File: src/rtl/dir_pkg.sv
// Shared encodings for the two-port coherence directory controller.
package dir_pkg;

   typedef enum logic [1:0] {
      RD_MISS   = 2'd0,
      WR_MISS   = 2'd1,
      WRITEBACK = 2'd2,
      OP_RSVD   = 2'd3
   } dirOpT;

   typedef enum logic [1:0] {
      UNCACHED = 2'd0,
      SHARED   = 2'd1,
      MODIFIED = 2'd2
   } dirStateT;

   typedef enum logic [2:0] {
      IDLE, LOOKUP, INVAL, L2_REQ, L2_WAIT, RESP
   } fsmStateT;

   typedef struct packed {
      dirStateT   dirState;
      logic [1:0] sharers;
   } dirEntryT;

   localparam dirEntryT ENTRY_RESET = '{dirState: UNCACHED, sharers: 2'b00};

   function automatic logic [1:0] portMask(input logic p);
      return p ? 2'b10 : 2'b01;
   endfunction

endpackage

File: src/rtl/dir_rr_arb.sv
// Two-port round-robin arbiter; after a grant, priority passes to the other port.
module dir_rr_arb (
   input  logic       clk,
   input  logic       rst,
   input  logic [1:0] req,
   input  logic       advance,
   output logic [1:0] grant
);

   logic ptr;

   always_comb begin
      grant = req;
      if (req == 2'b11) grant = ptr ? 2'b10 : 2'b01;
   end

   always_ff @(posedge clk) begin
      if (rst)          ptr <= 1'b0;
      else if (advance) ptr <= grant[0];
   end

endmodule

File: src/rtl/directory_ctrl.sv
// Directory controller for two L1 ports in front of cacheL2; one transaction at a time.
//   state   | meaning
//   IDLE    | arbitrate and latch a request
//   LOOKUP  | read entry, choose invalidate / L2 / respond path
//   INVAL   | hold invalidate to the other port until it acks
//   L2_REQ  | hold L2 read or write until accepted
//   L2_WAIT | wait for L2 read data
//   RESP    | pulse response, commit directory entry
module directory_ctrl
   import dir_pkg::*;
#(
   parameter int ADDR_W = 8,
   parameter int DATA_W = 8
) (
   input  logic                clk,
   input  logic                rst,
   input  logic [1:0]          req_valid,
   output logic [1:0]          req_ready,
   input  logic [3:0]          req_op,
   input  logic [2*ADDR_W-1:0] req_addr,
   input  logic [2*DATA_W-1:0] req_data,
   output logic [1:0]          rsp_valid,
   output logic [DATA_W-1:0]   rsp_data,
   output logic [1:0]          inv_valid,
   output logic [ADDR_W-1:0]   inv_addr,
   input  logic [1:0]          inv_ack,
   input  logic [2*DATA_W-1:0] inv_data,
   output logic                l2_valid,
   output logic                l2_write,
   output logic [ADDR_W-1:0]   l2_addr,
   output logic [DATA_W-1:0]   l2_data,
   input  logic                l2_ready,
   input  logic                l2_rsp_valid,
   input  logic [DATA_W-1:0]   l2_rsp_data
);

   localparam int DEPTH = 2**ADDR_W;

   fsmStateT          state, stateNext;
   dirEntryT          dirMem [DEPTH];
   dirEntryT          cur, newEntry;
   dirOpT             op;
   logic              port, other, winIdx, accept;
   logic [1:0]        grant;
   logic [ADDR_W-1:0] addr;
   logic [DATA_W-1:0] wbData, xferData;
   logic              l2Write, wasMod, doUpdate;
   logic              ownerIsOther, wbHit;

   assign accept       = (state == IDLE) && (|req_valid) && !rst;
   assign winIdx       = grant[1];
   assign other        = ~port;
   assign cur          = dirMem[addr];
   assign ownerIsOther = (cur.dirState == MODIFIED) && cur.sharers[other];
   assign wbHit        = (cur.dirState == MODIFIED) && cur.sharers[port];

   dir_rr_arb u_arb (
      .clk     (clk),
      .rst     (rst),
      .req     (req_valid),
      .advance (accept),
      .grant   (grant)
   );

   always_comb begin
      stateNext = state;
      req_ready = '0;
      rsp_valid = '0;
      rsp_data  = '0;
      inv_valid = '0;
      inv_addr  = '0;
      l2_valid  = 1'b0;
      l2_write  = 1'b0;
      l2_addr   = '0;
      l2_data   = '0;
      case (state)
         IDLE: if (accept) begin
            req_ready = grant;
            stateNext = LOOKUP;
         end
         LOOKUP: case (op)
            RD_MISS:   stateNext = ownerIsOther      ? INVAL  : L2_REQ;
            WR_MISS:   stateNext = cur.sharers[other] ? INVAL  : L2_REQ;
            WRITEBACK: stateNext = wbHit             ? L2_REQ : RESP;
            default:   stateNext = RESP;
         endcase
         INVAL: begin
            inv_valid[other] = 1'b1;
            inv_addr         = addr;
            // A dirty owner on a write miss hands its data straight to the requester
            if (inv_ack[other]) stateNext = (op == WR_MISS && wasMod) ? RESP : L2_REQ;
         end
         L2_REQ: begin
            l2_valid = 1'b1;
            l2_write = l2Write;
            l2_addr  = addr;
            l2_data  = l2Write ? xferData : '0;
            if (l2_ready) stateNext = l2Write ? RESP : L2_WAIT;
         end
         L2_WAIT: if (l2_rsp_valid) stateNext = RESP;
         RESP: begin
            rsp_valid[port] = 1'b1;
            rsp_data        = xferData;
            stateNext       = IDLE;
         end
         default: stateNext = IDLE;
      endcase
      if (rst) begin
         req_ready = '0;
         rsp_valid = '0;
         rsp_data  = '0;
         inv_valid = '0;
         inv_addr  = '0;
         l2_valid  = 1'b0;
         l2_write  = 1'b0;
         l2_addr   = '0;
         l2_data   = '0;
      end
   end

   always_ff @(posedge clk) begin
      if (rst) begin
         state    <= IDLE;
         port     <= 1'b0;
         op       <= RD_MISS;
         addr     <= '0;
         wbData   <= '0;
         xferData <= '0;
         l2Write  <= 1'b0;
         wasMod   <= 1'b0;
         doUpdate <= 1'b0;
         newEntry <= ENTRY_RESET;
         for (int i = 0; i < DEPTH; i++) dirMem[i] <= ENTRY_RESET;
      end else begin
         state <= stateNext;
         case (state)
            IDLE: if (accept) begin
               port   <= winIdx;
               op     <= dirOpT'(winIdx ? req_op[3:2] : req_op[1:0]);
               addr   <= winIdx ? req_addr[2*ADDR_W-1:ADDR_W] : req_addr[ADDR_W-1:0];
               wbData <= winIdx ? req_data[2*DATA_W-1:DATA_W] : req_data[DATA_W-1:0];
            end
            LOOKUP: begin
               wasMod   <= (cur.dirState == MODIFIED);
               xferData <= wbData;
               l2Write  <= 1'b0;
               doUpdate <= 1'b1;
               newEntry <= cur;
               case (op)
                  RD_MISS: begin
                     l2Write  <= ownerIsOther;
                     newEntry <= '{dirState: SHARED,
                                   sharers: ownerIsOther ? portMask(port)
                                                         : (cur.sharers | portMask(port))};
                  end
                  WR_MISS:   newEntry <= '{dirState: MODIFIED, sharers: portMask(port)};
                  WRITEBACK: begin
                     l2Write  <= wbHit;
                     doUpdate <= wbHit;
                     newEntry <= ENTRY_RESET;
                  end
                  default:   doUpdate <= 1'b0;
               endcase
            end
            INVAL: if (inv_ack[other])
               xferData <= other ? inv_data[2*DATA_W-1:DATA_W] : inv_data[DATA_W-1:0];
            L2_WAIT: if (l2_rsp_valid) xferData <= l2_rsp_data;
            RESP: if (doUpdate) dirMem[addr] <= newEntry;
            default: ;
         endcase
      end
   end

endmodule

File: config.mk
export PLATFORM = sky130hd
export DESIGN_NAME = directory_ctrl
export DESIGN_NICKNAME = d
export VERILOG_FILES = /design/src/rtl/dir_pkg.sv /design/src/rtl/dir_rr_arb.sv /design/src/rtl/directory_ctrl.sv
export SDC_FILE = /design/constraint.sdc
export NUM_CORES = 2
export LEC_CHECK = 0
export CAP_MARGIN = 20
export CORE_MARGIN = 2
export CORE_UTILIZATION = 35
export DETAILED_ROUTE_END_ITERATION = 8
export PLACE_DENSITY = 0.49
export SYNTH_ARGS = -nofsm -noshare
export SYNTH_HDL_FRONTEND = slang
export SYNTH_HIERARCHICAL = 1
export SYNTH_SLANG_ARGS = --single-unit
File: constraint.sdc
create_clock -name clk -period 4.04 [get_ports clk]
set_input_delay 0.808 -clock clk [delete_from_list [all_inputs] [get_ports clk]]
set_output_delay 0.808 -clock clk [all_outputs]
set_load 0.02 [all_outputs]
==> results.cfg <==
[grt]
grt_use_total_pct = 23.6
grt_first_pass_wirelength_microns = 246000
grt_max_degree = 144
antenna_found_initial = 5
grt_pass1_vias = 32300
grt_remaining_overflow = 0

[critical_path]
endpoint = state[2]
crit_type = reg -> reg
reg2regPathDepth = 11
cp-end-kind = register
crit_required_ns = 4.72
worst-path-max-fanout = 18
cp.arrival_ns = 4.53
reg2reg_slack_ns = 0.19
r2r_end = state[2]
crit_path_start_kind = register

[floorplanning]
dieWidth_microns = 381
die_h_microns = 381
dieArea_sq_mm = 0.145
initial_core_util_pct = 35.2
core_area_sq_mm = 0.141
rows = 138
ios = 108

[synthesis]
synth_edf_count = 1024
yosys_warnings = 6
synthCells = 3751
synth_area_sq_mm = 0.0498
ys.flop_type = edfxtp_1
ys_types = 80
syn_area_per_cell_sq_um = 13.3
synth_top_family_by_area = simple AND/OR/NAND/NOR gates
synthAdderAreaFrac_pct = 0
synth_nets = 3819
synthXorXnorAreaFrac_pct = 0.0176
synth.area.mux_share_pct = 12.9
synth-simple-area-share_pct = 13.4
ys_async_sr_fraction_pct = 0
yosysSeqAreaShare_pct = 63.6
ys_ff_latch = 1070
synth_compound_area_share_pct = 6.54

[timing]
fmax_mhz = 260
tightest_slew_ns = 1.17
finalHoldWorstSlack_ns = 0.394
tns_ns = 0
final_hold_viol_count = 0
finalMaxSlewViolations = 0
rsz0062_at_grt = no
relSlewSlack_pct = 22.0
fin_crit_ns = 3.85
fin_crit_sh_pct = 95.4
finalClockSkew_ns = 0.0854
setup_viol_count_final = 0

[clock_network]
cts_tree = built
clock_latency_ns = 0.79
cts_buffer_depth = 3
numCtsBuffers = 116
cts.sinks = 1070
cts_max_level = 3
clockRootBuffer = clkbuf_16
clk_pin_slew_ns = 0.06
cts_setup_buffers = 0

[placement]
place_congestion = 0.845
place.port_buffers = 107
dpl.hpwl_microns = 114000

[route]
post_drt_via_cell_ratio = 5.64
wl_per_cell_microns = 29.9
vias = 32600
drt-pass1-iter-count = 8
detail-route-antenna-nets = 0
drt_iter0_markers = 3630
drcViolationCount = 0
wl_microns = 173000

[pwr]
finalPower_mw = 32.6
leakagePower_nw = 19.7
cellPowerDensity_mw_per_mm2 = 567
peakVddDrop_uv = 463

[flow_run]
drv_cap = 0

[layout]
final_layout_size_suffix_gt1_share_pct = 18.3
syn_to_final_growth_pct = 15.4
fillers = 13200
antennaDiodeCount = 0
fin_nets = 3863

[min_path]
hp-class = in -> reg

[status]
outcome = completed
worst min-delay path by stage:
stage	startpoint	endpoint	slack, ns	cells past startpoint
CTS	rst	op[1]	0.35	2
global placement	xferData[0]	xferData[0]	0.48	2
global route	rst	op[1]	0.40	2
floorplan	xferData[0]	xferData[0]	0.46	2
finish	rst	op[1]	0.39	2
detailed placement	wbData[7]	wbData[7]	0.50	2
cell type report:
type / instances / area (sq um) / area share, %
Clock buffer: 147 / 3120 / 5.43
Multi-Input combinational cell: 2294 / 16600 / 28.9
Sequential cell: 1070 / 31700 / 55.1
Clock inverter: 69 / 691 / 1.20
Timing Repair Buffer: 300 / 2930 / 5.10
Tap cell: 1890 / 2360 / 4.11
Inverter: 13 / 48.8 / 0.0849
synth_stat cells (14+ instances only):
cell type | number | share of area, %
a21o_1 | 218 | 3.3
nor3_1 | 14 | 0.14
a21oi_1 | 38 | 0.38
nor2_1 | 1011 | 7.6
nor2b_1 | 29 | 0.36
buf_1 | 37 | 0.28
a211oi_1 | 35 | 0.53
buf_2 | 29 | 0.29
or2_2 | 49 | 0.62
nand3_1 | 31 | 0.31
mux2i_1 | 87 | 1.7
and2_1 | 196 | 2.5
nand2_1 | 118 | 0.89
dfxtp_1 | 46 | 1.8
clkbuf_1 | 266 | 2.0
buf_4 | 22 | 0.33
o21ai_0 | 14 | 0.14
buf_6 | 16 | 0.36
mux4_2 | 235 | 11
edfxtp_1 | 1024 | 62
a22oi_1 | 39 | 0.59
logic make-up after synthesis:
logic type / count (synthesis)
buffers and inverters: 387
AOI/OAI and AO/OA: 438
xor gates and xnor gates: 1
and+or+nand+nor: 1516
DFF: 1070
muxes: 339
power by group:
group | leakage (nW) | switching [mW] | total, mW | internal [mW]
registers | 11.0 | 0.741 | 13.4 | 12.6
logic | 6.91 | 5.11 | 8.43 | 3.33
clock network | 1.85 | 4.75 | 10.8 | 6.01
registers in the layout (all words and copies together) (netlist names), named ones only:
name,count
wbData,8
l2Write,1
addr,8
xferData,8
port,1
newEntry,4
wasMod,1
u_arb/ptr,1
doUpdate,1
op,2
dirMem,1024
state,3
stage by stage:
| stage | utilization, % | cells | setup WS (ns) | area (sq um) |
|---|---|---|---|---|
| after global routing | 40.6 | 5783 | 0.0339 | 57500 |
| final | 40.6 | 5783 | 0.187 | 57500 |
| after global placement | 37.9 | 5564 | 0.213 | 53600 |
| after floorplan | - | 3751 | 0.965 | 49800 |
| after detailed placement | 37.9 | 5566 | 0.219 | 53600 |
| after CTS | 40.6 | 5782 | 0.138 | 57500 |
worst max-delay path, cell delays in order (launching register included):
cell      delay (ns)
dfxtp_4         0.56
buf_12          0.24
buf_4           0.32
buf_4           0.25
nand2_1         0.22
o221ai_1        0.33
o22ai_1         0.13
o21ai_0         0.57
o211ai_2        0.24
o311ai_2        0.20
mux2i_1         0.23
o41a_1          0.44
metal layers:
layer	global-route usage [%]	up-vias	share of wire [%]
met1	33.5	17200	43
met2	38.0	1402	48
met5	0	-	0.0069
met3	3.47	224	6.8
li1	-	13800	-
met4	5.69	2	2.4
what timing repair did:
action                                  CTS  global route
gates resized for setup                   0             1
endpoints found under the setup margin    0             8
hold buffers                              0             0
endpoints found under the hold margin     0             0
placed cells by master (no fill, tap or decap), types with 8 or more instances in the layout:
cell type | Yosys | routed
edfxtp_1 | 1024 | 1024
nor2_1 | 1011 | 994
mux4_2 | 235 | 235
a21o_1 | 218 | 218
and2_1 | 196 | 196
buf_4 | 22 | 158
clkbuf_16 | 0 | 120
nand2_1 | 118 | 118
clkdlybuf4s50_1 | 0 | 106
mux2i_1 | 87 | 87
or2_2 | 49 | 48
a22oi_1 | 39 | 39
a21oi_1 | 38 | 38
dfxtp_1 | 46 | 36
a211oi_1 | 35 | 35
buf_12 | 2 | 32
nor2b_1 | 29 | 29
clkinv_1 | 1 | 25
clkbuf_1 | 266 | 25
nand3_1 | 31 | 22
clkinv_2 | 0 | 21
o21ai_0 | 14 | 14
and3_1 | 13 | 13
nor2_2 | 0 | 12
nand2b_1 | 12 | 12
inv_1 | 12 | 11
o22ai_1 | 11 | 11
mux2_2 | 11 | 11
a221oi_1 | 10 | 10
a31oi_1 | 10 | 10
nor4_1 | 11 | 10
o221ai_1 | 10 | 10
nand3_4 | 0 | 9
nor3_1 | 14 | 8
bufinv_16 | 0 | 8
No activity file was read; power rests on OpenSTA's default activity.
